<file path="src/rtl/mips_ctrl_pkg.sv">
// Shared encodings for the multi-cycle MIPS main control FSM.
// States, opcodes and datapath mux selects live here.
package mips_ctrl_pkg;

  typedef enum logic [3:0] {
    S_IDLE     = 4'd0,
    S_FETCH    = 4'd1,
    S_DECODE   = 4'd2,
    S_RTYPE_EX = 4'd3,
    S_RTYPE_WB = 4'd4,
    S_MEMADR   = 4'd5,
    S_MEMRD    = 4'd6,
    S_MEM_WB   = 4'd7,
    S_MEMWR    = 4'd8,
    S_BRANCH   = 4'd9,
    S_ADDI_EX  = 4'd10,
    S_ADDI_WB  = 4'd11,
    S_JUMP     = 4'd12
  } state_e;

  localparam logic [5:0] OP_RTYPE = 6'b000000;
  localparam logic [5:0] OP_LW    = 6'b100011;
  localparam logic [5:0] OP_SW    = 6'b101011;
  localparam logic [5:0] OP_BEQ   = 6'b000100;
  localparam logic [5:0] OP_ADDI  = 6'b001000;
  localparam logic [5:0] OP_J     = 6'b000010;

  localparam logic [1:0] ALUOP_ADD   = 2'b00;
  localparam logic [1:0] ALUOP_SUB   = 2'b01;
  localparam logic [1:0] ALUOP_FUNCT = 2'b10;

  localparam logic [1:0] SRCB_B    = 2'b00;
  localparam logic [1:0] SRCB_4    = 2'b01;
  localparam logic [1:0] SRCB_IMM  = 2'b10;
  localparam logic [1:0] SRCB_IMM4 = 2'b11;

  localparam logic [1:0] PC_ALU    = 2'b00;
  localparam logic [1:0] PC_ALUOUT = 2'b01;
  localparam logic [1:0] PC_JUMP   = 2'b10;

  function automatic logic op_legal(input logic [5:0] op);
    return (op == OP_RTYPE) || (op == OP_LW) ||
           (op == OP_SW) || (op == OP_BEQ) ||
           (op == OP_ADDI) || (op == OP_J);
  endfunction

endpackage

</file>
<file path="src/rtl/multicycle_main_control_ctrl_output_decode.sv">
// Combinational control-word decode for the main control FSM.
// Moore per state; only memory-handshake strobes see mem_ready.
module ctrl_output_decode
  import mips_ctrl_pkg::*;
(
  input  state_e      state,
  input  logic        mem_ready,
  output logic [1:0]  ALUop,
  output logic        ALUSrcA,
  output logic [1:0]  ALUSrcB,
  output logic [1:0]  PCSrc,
  output logic        IorD,
  output logic        MemRead,
  output logic        MemWrite,
  output logic        IRWrite,
  output logic        PCWrite,
  output logic        PCWriteCond,
  output logic        RegDst,
  output logic        MemtoReg,
  output logic        RegWrite,
  output logic        instr_done
);

  // Per-state control word; everything idles at 0.
  always_comb begin
    ALUop       = ALUOP_ADD;
    ALUSrcA     = 1'b0;
    ALUSrcB     = SRCB_B;
    PCSrc       = PC_ALU;
    IorD        = 1'b0;
    MemRead     = 1'b0;
    MemWrite    = 1'b0;
    IRWrite     = 1'b0;
    PCWrite     = 1'b0;
    PCWriteCond = 1'b0;
    RegDst      = 1'b0;
    MemtoReg    = 1'b0;
    RegWrite    = 1'b0;
    instr_done  = 1'b0;
    unique case (state)
      S_FETCH: begin
        MemRead = 1'b1;
        ALUSrcB = SRCB_4;
        IRWrite = mem_ready;
        PCWrite = mem_ready;
      end
      S_DECODE: begin
        ALUSrcB = SRCB_IMM4;
      end
      S_RTYPE_EX: begin
        ALUSrcA = 1'b1;
        ALUop   = ALUOP_FUNCT;
      end
      S_RTYPE_WB: begin
        RegDst     = 1'b1;
        RegWrite   = 1'b1;
        instr_done = 1'b1;
      end
      S_MEMADR: begin
        ALUSrcA = 1'b1;
        ALUSrcB = SRCB_IMM;
      end
      S_MEMRD: begin
        MemRead = 1'b1;
        IorD    = 1'b1;
      end
      S_MEM_WB: begin
        MemtoReg   = 1'b1;
        RegWrite   = 1'b1;
        instr_done = 1'b1;
      end
      S_MEMWR: begin
        MemWrite   = 1'b1;
        IorD       = 1'b1;
        instr_done = mem_ready;
      end
      S_BRANCH: begin
        ALUSrcA     = 1'b1;
        ALUop       = ALUOP_SUB;
        PCWriteCond = 1'b1;
        PCSrc       = PC_ALUOUT;
        instr_done  = 1'b1;
      end
      S_ADDI_EX: begin
        ALUSrcA = 1'b1;
        ALUSrcB = SRCB_IMM;
      end
      S_ADDI_WB: begin
        RegWrite   = 1'b1;
        instr_done = 1'b1;
      end
      S_JUMP: begin
        PCWrite    = 1'b1;
        PCSrc      = PC_JUMP;
        instr_done = 1'b1;
      end
      default: ;
    endcase
  end

endmodule

</file>
<file path="src/rtl/multicycle_main_control.sv">
// Main control FSM for the multi-cycle MIPS datapath.
// Owns state, the opcode latch and the sticky illegal flag.
module multicycle_main_control
  import mips_ctrl_pkg::*;
(
  input  logic        clk,
  input  logic        rst_n,
  input  logic [5:0]  Opcode,
  input  logic        mem_ready,
  output logic [1:0]  ALUop,
  output logic        ALUSrcA,
  output logic [1:0]  ALUSrcB,
  output logic [1:0]  PCSrc,
  output logic        IorD,
  output logic        MemRead,
  output logic        MemWrite,
  output logic        IRWrite,
  output logic        PCWrite,
  output logic        PCWriteCond,
  output logic        RegDst,
  output logic        MemtoReg,
  output logic        RegWrite,
  output logic        instr_done,
  output logic        illegal_op,
  output logic [3:0]  state
);

  state_e     state_q, state_d;
  logic [5:0] op_q, op_d;
  logic       ill_q, ill_d;
  logic       dec_done;
  logic       bad_op;

  assign bad_op = (state_q == S_DECODE) && !op_legal(Opcode);

  ctrl_output_decode u_dec (
    .state       (state_q),
    .mem_ready   (mem_ready),
    .ALUop       (ALUop),
    .ALUSrcA     (ALUSrcA),
    .ALUSrcB     (ALUSrcB),
    .PCSrc       (PCSrc),
    .IorD        (IorD),
    .MemRead     (MemRead),
    .MemWrite    (MemWrite),
    .IRWrite     (IRWrite),
    .PCWrite     (PCWrite),
    .PCWriteCond (PCWriteCond),
    .RegDst      (RegDst),
    .MemtoReg    (MemtoReg),
    .RegWrite    (RegWrite),
    .instr_done  (dec_done)
  );

  // An undefined opcode ends its instruction in DECODE.
  assign instr_done = dec_done | bad_op;
  assign illegal_op = ill_q;
  assign state      = state_q;

  // State, opcode latch and sticky illegal flag.
  always_ff @(posedge clk or negedge rst_n) begin
    if (!rst_n) begin
      state_q <= S_IDLE;
      op_q    <= 6'd0;
      ill_q   <= 1'b0;
    end else begin
      state_q <= state_d;
      op_q    <= op_d;
      ill_q   <= ill_d;
    end
  end

  // Next-state sequencing; Opcode only matters in DECODE.
  always_comb begin
    state_d = state_q;
    op_d    = op_q;
    ill_d   = ill_q | bad_op;
    unique case (state_q)
      S_IDLE:   state_d = S_FETCH;
      S_FETCH:  if (mem_ready) state_d = S_DECODE;
      S_DECODE: begin
        op_d = Opcode;
        unique case (Opcode)
          OP_RTYPE:     state_d = S_RTYPE_EX;
          OP_LW, OP_SW: state_d = S_MEMADR;
          OP_BEQ:       state_d = S_BRANCH;
          OP_ADDI:      state_d = S_ADDI_EX;
          OP_J:         state_d = S_JUMP;
          default:      state_d = S_FETCH;
        endcase
      end
      S_RTYPE_EX: state_d = S_RTYPE_WB;
      S_MEMADR:
        state_d = (op_q == OP_LW) ? S_MEMRD : S_MEMWR;
      S_MEMRD:  if (mem_ready) state_d = S_MEM_WB;
      S_MEMWR:  if (mem_ready) state_d = S_FETCH;
      S_ADDI_EX: state_d = S_ADDI_WB;
      S_RTYPE_WB, S_MEM_WB, S_BRANCH,
      S_ADDI_WB, S_JUMP: state_d = S_FETCH;
      default:  state_d = S_IDLE;
    endcase
  end

endmodule

</file>
<file path="config.mk">
export PLATFORM = sky130hd
export DESIGN_NAME = multicycle_main_control
export DESIGN_NICKNAME = d
export VERILOG_FILES = /design/src/rtl/mips_ctrl_pkg.sv /design/src/rtl/multicycle_main_control_ctrl_output_decode.sv /design/src/rtl/multicycle_main_control.sv
export SDC_FILE = /design/constraint.sdc
export NUM_CORES = 1
export LEC_CHECK = 0
export ABC_AREA = 1
export CAP_MARGIN = 20
export CORE_MARGIN = 5
export CORE_UTILIZATION = 48
export CTS_BUF_LIST = sky130_fd_sc_hd__clkbuf_4 sky130_fd_sc_hd__clkbuf_8
export CTS_CLUSTER_SIZE = 30
export DETAILED_ROUTE_END_ITERATION = 8
export GPL_ROUTABILITY_DRIVEN = 0
export PLACE_DENSITY = 0.87
export SYNTH_ARGS = -nofsm -noshare
export SYNTH_HDL_FRONTEND = slang
export SYNTH_SLANG_ARGS = --single-unit
</file>
<file path="constraint.sdc">
create_clock -name clk -period 3.2 [get_ports clk]
set_input_delay 0.64 -clock clk [delete_from_list [all_inputs] [get_ports clk]]
set_output_delay 0.64 -clock clk [all_outputs]
set_load 0.01 [all_outputs]
</file>
# After elaboration in Yosys (flattened, before gate mapping)
# Cells that the tools add are included.
[classes] eq_ne=21 n_mux=20 bitwise_logic=2 reduce_logical=18
[ops] op="$pmux 4 s8" n=1
[ops] op="$eq 4x4->1 const B" n=5
[ops] op="$pmux 4 s5" n=1
[ops] op="$eq 6x6->1 const B" n=3
[ops] op="$eq 4x3->1 const B" n=4
[ops] op="$mux 4" n=4
[ops] op="$mux 1" n=9
[ops] op="$eq 4x2->1 const B" n=2
[ops] op="$pmux 2 s2" n=2
[ops] op="$reduce_or 2->1" n=4
[ops] op="$eq 6x2->1 const B" n=1
[ops] op="$eq 6x3->1 const B" n=1
[ops] op="$eq 6x4->1 const B" n=1
[ops] op="$logic_not 6->1" n=1
[ops] op="$ne 2x2->1 const B" n=3
[ops] op="$pmux 2 s3" n=1
[ops] op="$reduce_or 6->1" n=1
[ops] op="$logic_or 1x1->1" n=5
[ops] op="$reduce_or 5->1" n=1
[ops] op="$eq 4x1->1 const B" n=1
[ops] op="$logic_not 4->1" n=1
[ops] op="$pmux 1 s2" n=2
[ops] op="$reduce_or 4->1" n=1
[ops] op="$reduce_and 3->1" n=1
[ops] op="other kinds (4)" n=5
[totals] register_bits=11 inputBits=9 elab_cells=64

# Longest topological paths before layout
# Gate-level depths: netlist of the first run.
[logic_depth] depth_word=9 ltp_mapped=8

# Modules after synthesis
# From an unflattened synthesis of the first run, not the netlist that was laid out.
[unflattened] hier_cells=149 hier_area_um2=890.9
[by_module_without_submodules] mod="multicycle_main_control" n_inst=1 cells_per_inst=100 area_each_um2=681.9 seq_area_each_um2=275.3
[by_module_without_submodules] mod="ctrl_output_decode" n_inst=1 cells_per_inst=49 area_each_um2=209.0 seq_area_each_um2=0.0

# Worst setup path after synthesis of the first run
# Ideal clock, no wire load.
[synth_path] path_kind="input -> output" from="input port Opcode[4]" to="output port instr_done" arrival_time_ns=1.259 path_slack_ns=1.301 cell_stages=8 path_cell_list="inv_1 nand2_1 nor2_1 nand2_1 nand2_1 nor2_1 nand2_1 nand2_1"
[synth_via] elab_chain_len=9
[synth_rtl] item="start, declared" line_no="multicycle_main_control.sv:8" source="input logic [5:0] Opcode,"
[synth_rtl] item="$eq 6x6->1 / $logic_not 6->1 (equally long branches)" line_no="mips_ctrl_pkg.sv:42" source="return (op == OP_RTYPE) || (op == OP_LW) ||"
[synth_rtl] item="$logic_or 1x1->1 (2 in a row)" line_no="mips_ctrl_pkg.sv:42"
[synth_rtl] item="$logic_or 1x1->1 (2 in a row)" line_no="mips_ctrl_pkg.sv:43" source="(op == OP_SW) || (op == OP_BEQ) ||"
[synth_rtl] item="$logic_or 1x1->1 (*)" line_no="mips_ctrl_pkg.sv:44" source="(op == OP_ADDI) || (op == OP_J);"
[synth_rtl] item="$logic_not 1->1 (*)" line_no="multicycle_main_control.sv:34" source="assign bad_op = (state_q == S_DECODE) && !op_legal(Opcode);"
[synth_rtl] item="$logic_and 1x1->1 (*)" line_no="multicycle_main_control.sv:34"
[synth_rtl] item="$or 1x1->1 (*)" line_no="multicycle_main_control.sv:56" source="assign instr_done = dec_done | bad_op;"
[synth_rtl] item="end, declared" line_no="multicycle_main_control.sv:23" source="output logic instr_done,"
# Mark *: on every way between the ends. The rest lies on a longest branch, timed or not.

# Final worst setup path of the first run
[layout_path] from="input port Opcode[0]" to="output port instr_done"
# Same word-level chain as after synthesis.

==> results.json, run 1 <==
{
  "worstPathRequired_ns": 2.56,
  "drc": 0,
  "crit_path_start_kind": "input port",
  "synth_adder_area_share_pct": 0,
  "firstDrtPassIters": 4,
  "synthSimpleGateAreaFrac_pct": 45.2,
  "final-setup-viol-count": 0,
  "synthTopCellsByCount": "nand2_1, nor2_1, inv_1, nand3_1, dfrtp_1",
  "cts_inserted_buffers": 3,
  "hold_path_class": "flop to flop",
  "port_buffers": 30,
  "slowest_stage": "clkdlybuf4s50_1",
  "die_w_um": 51.0,
  "crit_path_max_incr_delay_ns": 0.54,
  "clk_latency_ns": 0.28,
  "clock-sinks": 11,
  "ys_warn_count": 0,
  "postSynthCellCount": 130,
  "synth_flop_cell": "dfrtp_1",
  "fmax_ghz": 0.339,
  "synth-seq-cells": 11,
  "min_delay_path_depth": 2,
  "cts_max_path_buffers": 2,
  "antenna_found_initial": 0,
  "synth_edf_count": 0,
  "initial_utilization_pct": 52.3,
  "drt_iter0_drc": 32,
  "vdd_drop_max_mv": 0.488,
  "postPlaceCellArea_um2": 1100,
  "yosys.area.top_type": "dfrtp_1",
  "outcome": "finished clean",
  "yosysSeqAreaShare_pct": 34.2,
  "synth_cell_types": 17,
  "final_area_um2": 1130,
  "synth_top_family_by_area": "simple AND/OR/NAND/NOR gates",
  "ctsHoldBuffers": 0,
  "grt_pass1_vias": 847,
  "final.period_utilization_pct": 92.3,
  "hold_end": "illegal_op$_DFF_PN0_",
  "p_sw_share_pct": 45.7,
  "reg2regPathDepth": 6,
  "hold_violations": 0,
  "p_seq_share_pct": 24.8,
  "io_pins": 31,
  "syn2layout_area_growth_pct": 39.9,
  "grt_setup_unrepaired": "no",
  "drt-total-wl_mm": 2.11,
  "core-area_um2": 1540,
  "cts_tree": "yes",
  "tns_ns": 0,
  "rr_startpoint": "state[0]$_DFFE_PN0P_",
  "hp-start": "illegal_op$_DFF_PN0_",
  "synth_area_um2": 806,
  "fin_crit_ns": 2.95,
  "cp_common_cell": "nand2_1",
  "grtUsageTotal_pct": 17.2,
  "antenna_left": 0,
  "crit_fanout": 4,
  "syn_nets": 139,
  "cts_max_level": 1,
  "yosysMostFrequentCell": "nand2_1",
  "p_switching_mw": 0.480,
  "synth_top_area_share_pct": 34.2,
  "synth_compound_area_share_pct": 8.54,
  "cp.buffers_inverters": 3,
  "criticalPathCategory": "input port to primary output",
  "cts.clk_slew.worst_paths_ns": 0.07,
  "std_cell_rows": 14,
  "end_kind": "primary output",
  "nets": 171,
  "p_leak_nw": 0.607,
  "antenna_cells": 0,
  "routedWlPerCell_um": 11.9,
  "cap_viol_max_count": 0,
  "overflow": 0,
  "hpwl_mm": 1.76,
  "grt_max_degree": 13,
  "path_cells": "clkdlybuf4s50_1, inv_1, nand2_1, nor2_1, nand2_1, nand2_1, nor2_1, nand2_1, nand2_1, clkdlybuf4s50_1",
  "power_density_nw_per_um2": 932,
  "crit_family": "buffers and inverters",
  "worst_pin_slew_ns": 0.505,
  "via_per_inst": 5.17,
  "internal_power_mw": 0.571,
  "num_vias": 915,
  "grt_pass1_wl_mm": 3.55,
  "async_reset_ff_share_pct": 100,
  "worstReg2RegEnd": "op_q[2]$_DFFE_PN0P_",
  "totalPowerFinal_mw": 1.05,
  "synth-xor-area-share_pct": 0,
  "die_h_um": 51.0,
  "cts_resized": 0,
  "max_slew_margin_pct": 66.3,
  "dieArea_um2": 2600,
  "cts-root-buf": "clkbuf_4",
  "post-cts-setup-buffers": 0,
  "crit_arrival_ns": 2.31,
  "yosys-top-cells-area": "dfrtp_1, nand2_1, nor2_1, nand3_1, inv_1",
  "skew_ns": 0.00462,
  "finalMaxSlewViolations": 0,
  "syn_avg_cell_area_um2": 6.20,
  "r2r_slack_ns": 1.88,
  "drive_gt1_share_pct": 9.32,
  "power_frac_clock_pct": 9.5,
  "combPwrFrac_pct": 65.7,
  "synthMuxAreaShare_pct": 0
}
## worst register-to-register path, stage by stage (launching register included)
cell     delay [ns]
dfrtp_1        0.45
inv_1          0.14
nand2_2        0.09
nor2_4         0.21
inv_2          0.16
nand2_1        0.11
o21ai_2        0.05
## stage by stage
step | utilization (%) | instances | hold WS, ns | setup WS (ns)
after floorplan | - | 130 | 0.344 | 1.30
after global placement | 71.3 | 173 | 0.450 | 0.315
after detailed placement | 71.3 | 173 | 0.449 | 0.253
after CTS | 73.1 | 177 | 0.468 | 0.254
after global routing | 73.1 | 177 | 0.509 | 0.115
final | 73.1 | 177 | 0.462 | 0.248
## state kept, by name (all words and copies together) (netlist names)
signal	count
state	4
illegal_op	1
op_q	6
## area by class of cell
cell class                      instances  area, um^2
Clock inverter                          1        5.00
Inverter                               19        71.3
Timing Repair Buffer                   30         300
Fill cell                             142         414
Clock buffer                            3        22.5
Multi-Input combinational cell         97         433
Sequential cell                        11         275
Tap cell                               16        20.0
## how the worst max path moves through the flow
| stage | slack [ns] | depth (start not counted) | endpoint | from |
|---|---|---|---|---|
| after floorplan | 1.30 | 8 | instr_done | Opcode[4] |
| after global placement | 0.32 | 10 | instr_done | Opcode[0] |
| after detailed placement | 0.25 | 10 | instr_done | Opcode[0] |
| after CTS | 0.25 | 10 | instr_done | Opcode[0] |
| after global routing | 0.12 | 10 | instr_done | Opcode[0] |
| final | 0.25 | 10 | instr_done | Opcode[0] |
## power by group through the flow
stage | combinational, mW | sequential, mW | clock, mW
after detailed placement | 0.695 | 0.263 | 0
after floorplan | 0.392 | 0.262 | 0
after global placement | 0.685 | 0.262 | 0
after global routing | 0.763 | 0.271 | 0.113
after CTS | 0.697 | 0.260 | 0.100
final | 0.690 | 0.261 | 0.0995
## routing by layer
metal | track usage, % | vias to the layer above | wire length [um]
met5 | 0 | - | 0
met4 | 6.81 | 0 | 15
met3 | 2.91 | 3 | 128
met2 | 30.4 | 28 | 1080
met1 | 20.5 | 417 | 892
li1 | - | 467 | -
## cell families after synthesis
group | Yosys count
simple gates | 87
flops | 11
buf+inv | 22
compound gates | 10
## cells in the final DEF (no fill, tap or decap), drive strengths merged
cell type | synthesis | layout
nand3 | 13 | 13
o21ai | 8 | 8
nand4 | 2 | 2
clkdlybuf4s50 | 0 | 30
dfrtp | 11 | 11
nand2 | 45 | 45
a21oi | 2 | 2
nor3 | 1 | 1
nor2 | 26 | 26
clkbuf | 0 | 3
inv | 19 | 19
clkinv | 0 | 1
(Power assumes the default switching activity.)
==> run 2: changes to the inputs <==
- CORE_UTILIZATION: 48 -> 50
- SLEW_MARGIN: unset -> 25
- SYNTH_HIERARCHICAL: unset -> 1
==> run 2 against run 1 <==
Effect of this change: core utilization fell by 0.39 points; setup slack improved by 0.080 ns; critical endpoint unchanged; sequential share of layout area fell by 2.3 points; wire length rose by 4.2%; critical path depth fell by 2; sequential cell count did not move; critical path type unchanged; power rose by 10%; synthesized cell count rose by 15%; combinational power rose by 12%.
==> results.json, run 2 <==
{
  "cts_tree": "yes",
  "syn_nets": 158,
  "max_slew_margin_pct": 66.1,
  "tns_ns": 0,
  "yosysMostFrequentCell": "nand2_1",
  "antenna_found_initial": 0,
  "syn2layout_area_growth_pct": 39.5,
  "vdd_drop_max_mv": 0.500,
  "firstDrtPassIters": 4,
  "stdcell_count": 207,
  "min_delay_path_depth": 2,
  "async_reset_ff_share_pct": 100,
  "cts_inserted_buffers": 3,
  "std_cell_rows": 15,
  "hp-start": "op_q[0]$_DFFE_PN0P_",
  "worstPathRequired_ns": 2.56,
  "hold_violations": 0,
  "via_per_inst": 4.80,
  "antenna_cells": 0,
  "grt_pass1_wl_mm": 4.07,
  "synth-seq-cells": 11,
  "dp.cells": 203,
  "port_buffers": 30,
  "synth_edf_count": 0,
  "clock-sinks": 11,
  "grtUsageTotal_pct": 19.5,
  "ys_warn_count": 6,
  "drt_iter0_drc": 15,
  "cts_resized": 0,
  "power_density_nw_per_um2": 933,
  "final-setup-viol-count": 0,
  "crit_path_start_kind": "input port",
  "postSynthCellCount": 149,
  "core-area_um2": 1710,
  "ctsHoldBuffers": 0,
  "hpwl_mm": 1.88,
  "fin_crit_ns": 2.87,
  "synth_flop_cell": "dfrtp_1",
  "overflow": 0,
  "synth_area_um2": 891,
  "criticalPathCategory": "input port to primary output",
  "syn_avg_cell_area_um2": 5.98,
  "fmax_ghz": 0.348,
  "crit_start": "Opcode[0]",
  "grt_setup_unrepaired": "no",
  "post-cts-setup-buffers": 0,
  "finalMaxSlewViolations": 0,
  "mostFrequentLayoutCells": "nand2_1, clkdlybuf4s50_1, inv_1, nor2_1",
  "die_w_um": 52.2,
  "clk_latency_ns": 0.27,
  "num_vias": 993,
  "initial_utilization_pct": 52.2,
  "routedWlPerCell_um": 10.6,
  "rr_startpoint": "state[3]$_DFFE_PN0P_",
  "p_leak_nw": 0.676,
  "synth_top_area_share_pct": 30.9,
  "synth_cell_types": 19,
  "cts.clk_slew.worst_paths_ns": 0.08,
  "yosys.area.top_type": "dfrtp_1",
  "yosysSeqAreaShare_pct": 30.9,
  "antenna_left": 0,
  "final_common_cell": "nand2_1",
  "dieArea_um2": 2730,
  "yosys-top-cells-area": "dfrtp_1, nand2_1, inv_1, nor2_1, nand3_1",
  "drc": 0,
  "cts_max_path_buffers": 2,
  "outcome": "finished clean",
  "reg2regPathDepth": 7,
  "largest_reg_flops": 6,
  "hold_path_class": "flop to flop",
  "regMostFlops": "op_q",
  "drive_gt1_share_pct": 11.0,
  "synthTopCellsByCount": "nand2_1, inv_1, nor2_1, dfrtp_1, nand3_1",
  "final.period_utilization_pct": 89.8,
  "grt_pass1_vias": 996,
  "die_h_um": 52.2,
  "cts_max_level": 1,
  "nets": 192,
  "drt-total-wl_mm": 2.20,
  "crit_arrival_ns": 2.23,
  "skew_ns": 0.00236,
  "crit_fanout": 4,
  "cts-root-buf": "clkbuf_4",
  "end_kind": "primary output",
  "cap_viol_max_count": 0,
  "io_pins": 31,
  "grt_max_degree": 13,
  "worst_pin_slew_ns": 0.506
}
==> run 2: cell families after synthesis <==
logic type      share of synthesized area (%)
simple gates                             47.3
buf+inv                                  12.6
compound gates                           9.13
flops                                    30.9
==> run 2: worst paths after layout <==
check                                  endpoint  slack [ns]
hold / removal              op_q[0]$_DFFE_PN0P_        0.48
max in group asynchronous   op_q[3]$_DFFE_PN0P_        2.16
hold reg to reg             op_q[0]$_DFFE_PN0P_        0.48
setup / recovery                     instr_done        0.33
min in group asynchronous  illegal_op$_DFF_PN0_        0.70
setup reg to reg           state[0]$_DFFE_PN0P_        1.86
==> run 2: cell type report <==
type / count / area (um^2)
fillers: 136 / 465
clock inverters: 1 / 5.00
flip-flops and latches: 11 / 275
repair buffers: 30 / 300
inverters: 28 / 105
multi-input cells: 109 / 503
well taps: 25 / 31.3
clock buffers: 3 / 22.5
==> run 2: routing by layer <==
layer | GRT usage (%) | vias up | wire [um]
met3 | 3.99 | 2 | 118
met5 | 0 | - | 0
met2 | 38.1 | 23 | 1190
met1 | 21.5 | 449 | 886
li1 | - | 519 | -
met4 | 3.83 | 0 | 7
==> run 2: through the flow <==
stage	cell area, um^2	power [mW]	setup WS [ns]	utilization [%]	hold WS, ns
global placement	1210	1.05	0.373	71.1	0.455
floorplan	891	0.735	1.35	-	0.344
CTS	1240	1.17	0.315	72.7	0.478
global route	1240	1.28	0.178	72.7	0.513
finish	1240	1.16	0.327	72.7	0.478
detailed placement	1210	1.07	0.315	71.1	0.458
==> run 2: power by group <==
group,switching (mW),total [mW],internal [mW]
Combinational,0.411,0.771,0.361
Sequential,0.0826,0.288,0.205
Clock,0.0535,0.0998,0.0462
==> run 2: critical path, stage by stage <==
cell and delay [ns]:
clkdlybuf4s50_1 0.52, nor2_1 0.08, nand2_1 0.09, inv_1 0.06, nand2_1 0.09, nand2_1 0.08, o21bai_1 0.14, clkdlybuf4s50_1 0.55
==> run 3: changes to the inputs <==
- CORE_ASPECT_RATIO: unset -> 0.75
==> run 3 against run 2 <==
Effect of this change: hold slack improved by 0.0033 ns; sequential cell count is the same; via count is 2.8% higher; first-iteration DRC count rose to 3.1 times the previous value; die area rose by 0.32%; critical path type unchanged; critical endpoint unchanged; largest cell class unchanged; largest power group unchanged.
==> results.json, run 3 (synthesis gave the netlist of run 2 again) <==
{
  "cts_inserted_buffers": 3,
  "grt_pass1_vias": 943,
  "crit_path_max_incr_delay_ns": 0.55,
  "cts-root-buf": "clkbuf_4",
  "cts_resized": 0,
  "worstReg2RegEnd": "state[0]$_DFFE_PN0P_",
  "via_per_inst": 5.00,
  "core-area_um2": 1710,
  "r2r_slack_ns": 1.85,
  "mostFrequentLayoutCells": "nand2_1, clkdlybuf4s50_1, inv_1, nor2_1",
  "postPlaceCellArea_um2": 1210,
  "dieArea_um2": 2730,
  "largest_reg_flops": 6,
  "skew_ns": 0.00173,
  "antenna_cells": 0,
  "min_delay_path_depth": 2,
  "final-setup-viol-count": 0,
  "vdd_drop_max_mv": 0.546,
  "crit_start": "Opcode[0]",
  "hold_violations": 0,
  "cts_tree": "yes",
  "crit_family": "buffers and inverters",
  "hpwl_mm": 1.96,
  "max_slew_margin_pct": 68.3,
  "cts.clk_slew.worst_paths_ns": 0.07,
  "antenna_found_initial": 0,
  "io_pins": 31,
  "clk_latency_ns": 0.27,
  "cp-endpoint": "instr_done",
  "final_area_um2": 1240,
  "finalMaxSlewViolations": 0,
  "antenna_left": 0,
  "die_w_um": 58.7,
  "fmax_ghz": 0.344,
  "worstPathRequired_ns": 2.56,
  "post-cts-setup-buffers": 0,
  "hold_path_class": "flop to flop",
  "nets": 192,
  "cts_max_level": 1,
  "clock-sinks": 11,
  "stdcell_count": 204,
  "drt-total-wl_mm": 2.36,
  "final.period_utilization_pct": 90.8,
  "slowest_stage": "clkdlybuf4s50_1",
  "grt_max_degree": 13,
  "cp.depth": 8,
  "syn2layout_area_growth_pct": 39.3,
  "firstDrtPassIters": 4,
  "cap_viol_max_count": 0,
  "drt_iter0_drc": 46,
  "power_density_nw_per_um2": 944,
  "dp.cells": 200,
  "rr_startpoint": "state[3]$_DFFE_PN0P_",
  "port_buffers": 30,
  "drc": 0,
  "num_vias": 1021,
  "grt_setup_unrepaired": "no",
  "grt_pass1_wl_mm": 3.96,
  "routedWlPerCell_um": 11.6,
  "crit_fanout": 4,
  "path_cells": "clkdlybuf4s50_1, nor2_1, nand2_1, inv_1, nand2_1, nand2_1, o21bai_1, clkdlybuf4s50_1",
  "worst_pin_slew_ns": 0.474,
  "end_kind": "primary output",
  "grtUsageTotal_pct": 19.3,
  "cp_common_cell": "nand2_1",
  "cts_max_path_buffers": 2,
  "whs_ns": 0.481,
  "tns_ns": 0,
  "regMostFlops": "op_q",
  "final_common_cell": "nand2_1",
  "fin_crit_ns": 2.91,
  "crit_path_start_kind": "input port",
  "drive_gt1_share_pct": 11.0,
  "initial_utilization_pct": 52.2,
  "cp.buffers_inverters": 3,
  "outcome": "finished clean",
  "ctsHoldBuffers": 0,
  "criticalPathCategory": "input port to primary output",
  "die_h_um": 46.6,
  "crit_arrival_ns": 2.27,
  "overflow": 0,
  "reg2regPathDepth": 7,
  "std_cell_rows": 13,
  "p_leak_nw": 0.677
}
==> run 3: cell types whose count changed in the layout (fill, tap and decap cells not counted) <==
| cell | before | now |
|---|---|---|
| clkbuf_4 | 3 | 4 |
| clkinv_2 | 1 | 0 |
==> run 3: worst register-to-register path, stage by stage, from the launching register on <==
cell and delay [ns]:
dfrtp_1 0.51, nor2_2 0.20, inv_1 0.12, nor2_8 0.16
nand3_1 0.11, nand2_1 0.07, nand2_1 0.05, nand2_1 0.07
==> run 3: layout make-up <==
class	count	area, um^2
Tap cell	22	27.5
Sequential cell	11	275
Inverter	28	105
Clock buffer	4	30.0
Fill cell	134	467
Timing Repair Buffer	30	300
Multi-Input combinational cell	109	503
==> run 3: worst min-delay path by stage <==
stage                              from                   end  slack [ns]
finish              op_q[0]$_DFFE_PN0P_   op_q[0]$_DFFE_PN0P_        0.48
global route        op_q[1]$_DFFE_PN0P_   op_q[1]$_DFFE_PN0P_        0.51
CTS                 op_q[0]$_DFFE_PN0P_   op_q[0]$_DFFE_PN0P_        0.49
detailed placement  op_q[0]$_DFFE_PN0P_   op_q[0]$_DFFE_PN0P_        0.47
global placement    op_q[0]$_DFFE_PN0P_   op_q[0]$_DFFE_PN0P_        0.45
floorplan                         rst_n  illegal_op$_DFF_PN0_        0.34
==> run 3: through the flow <==
step / power (mW) / utilization (%) / worst slack, ns
final: 1.17 / 72.7 / 0.294
after global routing: 1.28 / 72.7 / 0.169
after CTS: 1.18 / 72.7 / 0.288
after detailed placement: 1.07 / 70.9 / 0.303
after global placement: 1.05 / 70.9 / 0.373
after floorplan: 0.735 / - / 1.35
==> run 3: layer usage <==
metal  part of all wire, %  routed length (um)  global-route usage [%]  vias to the layer above
met2                    48                1130                    31.5                       34
met3                   7.9                 186                    6.72                        4
met4                   1.0                  24                    6.79                        0
met1                    43                1020                    23.9                      462
met5                     0                   0                       0                        -
li1                      -                   -                       -                      521
==> run 3: where the power goes <==
| group | total, mW | leakage (nW) | switching (mW) | internal (mW) |
|---|---|---|---|---|
| sequential | 0.292 | 0.135 | 0.0872 | 0.205 |
| clock | 0.105 | 0.0184 | 0.0484 | 0.0569 |
| combinational | 0.773 | 0.524 | 0.413 | 0.361 |
